**config.mk**
```make
export PLATFORM = sky130hd
export DESIGN_NAME = seg_frame_receiver
export DESIGN_NICKNAME = d
export VERILOG_FILES = /design/src/rtl/seg_frame_receiver.sv
export SDC_FILE = /design/constraint.sdc
export NUM_CORES = 1
export LEC_CHECK = 0
export ABC_AREA = 1
export CAP_MARGIN = 20
export CORE_MARGIN = 2
export CORE_UTILIZATION = 45
export DETAILED_ROUTE_END_ITERATION = 8
export GPL_ROUTABILITY_DRIVEN = 0
export GPL_TIMING_DRIVEN = 0
export PLACE_DENSITY_LB_ADDON = 0.12
export SKIP_LAST_GASP = 1
export SYNTH_ARGS = -nofsm -noshare
export SYNTH_HDL_FRONTEND = slang
export SYNTH_SLANG_ARGS = --single-unit
```
**constraint.sdc**
```tcl
create_clock -name clk -period 1.65 [get_ports clk]
set_input_delay 0.33 -clock clk [delete_from_list [all_inputs] [get_ports clk]]
set_output_delay 0.33 -clock clk [all_outputs]
set_load 0.005 [all_outputs]
```
**src/rtl/seg_frame_receiver.sv**
```systemverilog
// ==========================================================================
// seg_frame_receiver: samples DIGITS serial 7-segment lanes on a shared shift
// clock, rebuilds one byte per lane and decodes it to a hex nibble.
// Optional SEG_RX_GAP_TIMEOUT_EN: discard partial frames after an idle gap.
// Revision: 1.0
// ==========================================================================
`default_nettype none

module seg_frame_receiver #(
  parameter int DIGITS     = 3,
  parameter int GAP_CYCLES = 64
) (
  input  logic                  clk,
  input  logic                  rst_n,
  input  logic                  shiftclk_in,
  input  logic [DIGITS-1:0]     seg_in,
  output logic [8*DIGITS-1:0]   seg_byte,
  output logic [4*DIGITS-1:0]   digit_val,
  output logic [DIGITS-1:0]     digit_ok,
  output logic                  frame_valid,
  output logic                  frame_err
);

  typedef enum logic [1:0] {
    IDLE  = 2'd0,
    SHIFT = 2'd1,
    DONE  = 2'd2
  } state_t;

  // Returns {ok, nibble}; dp is excluded by the caller.
  function automatic logic [4:0] decode(input logic [6:0] pat);
    logic [4:0] r;
    case (pat)
      7'h3F:   r = 5'h10;
      7'h06:   r = 5'h11;
      7'h5B:   r = 5'h12;
      7'h4F:   r = 5'h13;
      7'h66:   r = 5'h14;
      7'h6D:   r = 5'h15;
      7'h7D:   r = 5'h16;
      7'h07:   r = 5'h17;
      7'h7F:   r = 5'h18;
      7'h6F:   r = 5'h19;
      7'h77:   r = 5'h1A;
      7'h7C:   r = 5'h1B;
      7'h39:   r = 5'h1C;
      7'h5E:   r = 5'h1D;
      7'h79:   r = 5'h1E;
      7'h71:   r = 5'h1F;
      default: r = 5'h00;
    endcase
    return r;
  endfunction

  logic                 sclk_s1_q, sclk_s2_q, sclk_prev_q;
  logic [DIGITS-1:0]    seg_s1_q, seg_s2_q;
  state_t               state_q, state_d;
  logic [3:0]           bit_cnt_q, bit_cnt_d;
  logic [8*DIGITS-1:0]  shift_q, shift_d;
  logic [8*DIGITS-1:0]  seg_byte_q, seg_byte_d;
  logic [4*DIGITS-1:0]  digit_val_q, digit_val_d;
  logic [DIGITS-1:0]    digit_ok_q, digit_ok_d;
  logic                 frame_valid_q, frame_valid_d;
  logic                 w_edge;

`ifdef SEG_RX_GAP_TIMEOUT_EN
  localparam int GW = $clog2(GAP_CYCLES + 1);
  localparam logic [GW-1:0] GAP_LAST = GW'(GAP_CYCLES - 1);
  logic [GW-1:0]        gap_q, gap_d;
  logic                 frame_err_q, frame_err_d;
`else
  logic                 w_unused_gap;
  assign w_unused_gap = ^GAP_CYCLES;
`endif

  // Data and clock use the same synchroniser depth so each bit stays aligned.
  assign w_edge = sclk_s2_q & ~sclk_prev_q;

  always_ff @(posedge clk or negedge rst_n) begin
    if (!rst_n) begin
      sclk_s1_q     <= 1'b0;
      sclk_s2_q     <= 1'b0;
      sclk_prev_q   <= 1'b0;
      seg_s1_q      <= '0;
      seg_s2_q      <= '0;
      state_q       <= IDLE;
      bit_cnt_q     <= 4'd0;
      shift_q       <= '0;
      seg_byte_q    <= '0;
      digit_val_q   <= '0;
      digit_ok_q    <= '0;
      frame_valid_q <= 1'b0;
`ifdef SEG_RX_GAP_TIMEOUT_EN
      gap_q         <= '0;
      frame_err_q   <= 1'b0;
`endif
    end else begin
      sclk_s1_q     <= shiftclk_in;
      sclk_s2_q     <= sclk_s1_q;
      sclk_prev_q   <= sclk_s2_q;
      seg_s1_q      <= seg_in;
      seg_s2_q      <= seg_s1_q;
      state_q       <= state_d;
      bit_cnt_q     <= bit_cnt_d;
      shift_q       <= shift_d;
      seg_byte_q    <= seg_byte_d;
      digit_val_q   <= digit_val_d;
      digit_ok_q    <= digit_ok_d;
      frame_valid_q <= frame_valid_d;
`ifdef SEG_RX_GAP_TIMEOUT_EN
      gap_q         <= gap_d;
      frame_err_q   <= frame_err_d;
`endif
    end
  end

  always_comb begin
    state_d       = state_q;
    bit_cnt_d     = bit_cnt_q;
    shift_d       = shift_q;
    seg_byte_d    = seg_byte_q;
    digit_val_d   = digit_val_q;
    digit_ok_d    = digit_ok_q;
    frame_valid_d = 1'b0;

    if (w_edge) begin
      for (int j = 0; j < DIGITS; j++) begin
        shift_d[8*j +: 8] = {shift_q[8*j +: 7], seg_s2_q[j]};
      end
    end

    case (state_q)
      IDLE: begin
        if (w_edge) begin
          bit_cnt_d = 4'd1;
          state_d   = SHIFT;
        end
      end
      SHIFT: begin
        if (w_edge) begin
          bit_cnt_d = bit_cnt_q + 4'd1;
          if (bit_cnt_q == 4'd7) state_d = DONE;
        end
      end
      DONE: begin
        // Capture uses the pre-shift register; a same-cycle edge starts the next frame.
        seg_byte_d    = shift_q;
        for (int j = 0; j < DIGITS; j++) begin
          {digit_ok_d[j], digit_val_d[4*j +: 4]} = decode(shift_q[8*j +: 7]);
        end
        frame_valid_d = 1'b1;
        bit_cnt_d     = w_edge ? 4'd1 : 4'd0;
        state_d       = w_edge ? SHIFT : IDLE;
      end
      default: begin
        bit_cnt_d = 4'd0;
        state_d   = IDLE;
      end
    endcase

`ifdef SEG_RX_GAP_TIMEOUT_EN
    gap_d       = '0;
    frame_err_d = 1'b0;
    if (state_q == SHIFT && !w_edge) begin
      if (gap_q == GAP_LAST) begin
        shift_d     = '0;
        bit_cnt_d   = 4'd0;
        state_d     = IDLE;
        frame_err_d = 1'b1;
      end else begin
        gap_d = gap_q + 1'b1;
      end
    end
`endif
  end

  assign seg_byte    = seg_byte_q;
  assign digit_val   = digit_val_q;
  assign digit_ok    = digit_ok_q;
  assign frame_valid = frame_valid_q;
`ifdef SEG_RX_GAP_TIMEOUT_EN
  assign frame_err   = frame_err_q;
`else
  assign frame_err   = 1'b0;
`endif

endmodule

`default_nettype wire
```
==> run metrics, run 1 <==
initial antenna violation count 0; unrepaired setup endpoints after global routing false; CP delay by family, top buffers and inverters; sequential fraction of the synthesis area 0.5452; Hold Startpoint sclk_s1_q; clk slew on worst S/H paths 0.08 ns; CTS buffer count 9; n_diodes 0; WHS Path Cells 0; Tot Pwr 4.483 mW; final count of pins violating max slew 0; clock skew 0.007561 ns; status completed; drt first pass iters 5; CP bufs+invs 1; DRT iter0 DRCs 193; CP required 1.32 ns; Wirelength per Cell 12.87 um; final instance area 4425 um2; Area growth, synth to finish 22.05%; Max Cap Viol 0; pwr/cell area 1013 nW/um2; Final period util 0.9484; clock power share 0.311; IO Count 47; Via Count 3141; worst-case reg-to-reg path depth 6; first-pass GRT wire length 13.84 mm; Vert. Die Dim 93.77 um; FF+latch count, synth 79; Crit Path Max Fanout 2; cell area after synthesis 3626 um2; minimum hold slack 0.3519 ns; setup TNS 0 ns; fillcell total 730; total wire length 8.031 mm; Worst Hold Endpoint sclk_s2_q; Worst EP arrival 1.23 ns; initial core utilization 0.4668; Leak 2.154 nW; Final setup violation count 0; Setup Crit Path Kind reg -> out; Hold Vio Cnt, Final 0; Slowest-stage cell, CP clkdlybuf4s50_1; syn nets 467; Final HPWL DP 5.773 mm; Max Freq 639.1 MHz; # rows 32; CTS root buf clkbuf_8; nets@finish 525; net switching power 1.356 mW; CP startpoint seg_byte[5]; worst-path cell chain clkdlybuf4s50_1; drt via density 5.034; commonest cells after routing, fill and taps aside nand2_1 (157), dfrtp_1 (79), nor2_1 (50), o21ai_0 (49), clkdlybuf4s50_1 (44); Max H-tree Level 3; reg2reg end seg_byte[16]; Remaining DRCs 0; Mean Syn Cell Area 7.883 um2; TritonCTS Sinks 79; Max VDD drop 0.5545 mV; Min-Delay Path Class reg -> reg; vias in the first global route 3036; Core Area 7767 um2; die area 8792 um2; commonest non-fill, non-tap cell in the layout nand2_1; Routed Antenna Nets 0; gr ovfl total 0; placed instance count 608; Finished Layout Cells 624; reg2reg setup slack 0.22 ns; Seq pwr share 0.527; Die X 93.77 um; CTS tree built; YS warnings 0; Tmin final 1.565 ns; Global Route Usage Sum 0.2006; Crit. End Element output pin; Setup crit start kind flip-flop; Post-Syn Instances 460; largest net degree at the start of global routing 50; Gate power share 0.162; clk buf depth 2; fraction of layout cells with a size suffix above 1 0.06897; Area after DPL 4229 um2; Synth cell types 23; CP max stage delay 0.52 ns; IO buf count 45; FF-to-FF Start state_q[0]; Int Power 3.128 mW; Clock Latency Late Sink 0.35 ns; switching part of the total 0.3023
[worst max path at each step]
stage,to,cells after the start
2_1_floorplan,digit_ok[2],9
3_3_place_gp,seg_byte[16],1
3_5_place_dp,seg_byte[16],7
4_1_cts,digit_val[7],1
5_1_grt,digit_val[7],1
6_report,seg_byte[5],1
[what timing repair did]
item,4_1_cts,5_1_grt
hold endpoints to repair,30,0
setup buffers,0,0
resized for setup,0,0
hold buffers,1,0
[routing by layer]
| metal | share of wire | GRT usage | wire length [um] | up-vias |
|---|---|---|---|---|
| met2 | 0.45 | 0.3113 | 3649 | 90 |
| met1 | 0.48 | 0.2776 | 3842 | 1466 |
| li1 | - | - | - | 1575 |
| met4 | 0.016 | 0.08937 | 131 | 0 |
| met5 | 0 | 0 | 0 | - |
| met3 | 0.051 | 0.03291 | 407 | 10 |
[flip-flops by register name, summed over array words and instances (netlist names), 2 cells and up]
name	count
bit_cnt_q	4
digit_ok	3
digit_val	12
seg_byte	24
seg_s1_q	3
seg_s2_q	3
shift_q	24
state_q	2
[through the flow]
| step | setup WS, ns | utilization |
|---|---|---|
| final | 0.08518 | 0.5697 |
| after global routing | 0.05233 | 0.5697 |
| after CTS | 0.06693 | 0.5697 |
| after detailed placement | 0.2257 | 0.5445 |
| after global placement | -2.534 | 0.5412 |
| after floorplan | 0.4821 | - |
[power groups by stage]
stage,clock (mW),sequential [mW],combinational [mW]
floorplan,0,2.36,0.450
global placement,0,2.38,0.702
detailed placement,0,2.39,0.727
CTS,1.43,2.35,0.734
global route,1.52,2.39,0.840
finish,1.39,2.36,0.728
[cell type report]
| type | instances | area, um2 | area share |
|---|---|---|---|
| buffer | 16 | 78.83 | 0.01781 |
| clock buffer | 9 | 123.9 | 0.02799 |
| inverter | 40 | 150.1 | 0.03393 |
| multi-input combinational | 325 | 1420 | 0.3209 |
| sequential | 79 | 1977 | 0.4467 |
| clock inverter | 6 | 62.56 | 0.01414 |
| timing repair buffer | 47 | 485.5 | 0.1097 |
| tap | 102 | 127.6 | 0.02884 |
[Yosys cell counts]
cell type	n	area share
a21oi_1	4	0.0055
a31oi_1	1	0.0017
buf_2	9	0.012
buf_4	2	0.0041
clkbuf_1	5	0.0052
conb_1	1	0.0010
dfrtp_1	79	0.55
ha_1	1	0.0035
inv_1	38	0.039
inv_2	2	0.0021
nand2_1	157	0.16
nand2_2	2	0.0035
nand3_1	24	0.033
nand3b_1	4	0.0083
nand4_1	7	0.012
nor2_1	50	0.052
nor2_2	1	0.0017
nor2_4	3	0.0093
nor3_1	10	0.014
nor4_1	1	0.0017
o21ai_0	49	0.068
o21ai_1	8	0.011
o22ai_1	2	0.0035
[cells by family after synthesis]
group	after synthesis	share of synthesized area
buffers and inverters	56	0.06315
AOI/OAI and AO/OA	64	0.08937
and+or+nand+nor	259	0.2978
DFF	79	0.5452
other	1	0.001034
adders and majority gates	1	0.003450
Power figures use the tool's default switching activity.
==> run 2: changes to the inputs <==
Settings changed: CAP_MARGIN 20 to unset.
==> results of run 2 <==
No change in the layout: final DEF, timing and power equal those of run 1.
==> run 3: changes to the inputs <==
Settings changed: CTS_CLUSTER_DIAMETER set to 40.
==> results of run 3 <==
No change in the layout: final DEF, timing and power equal those of run 1.
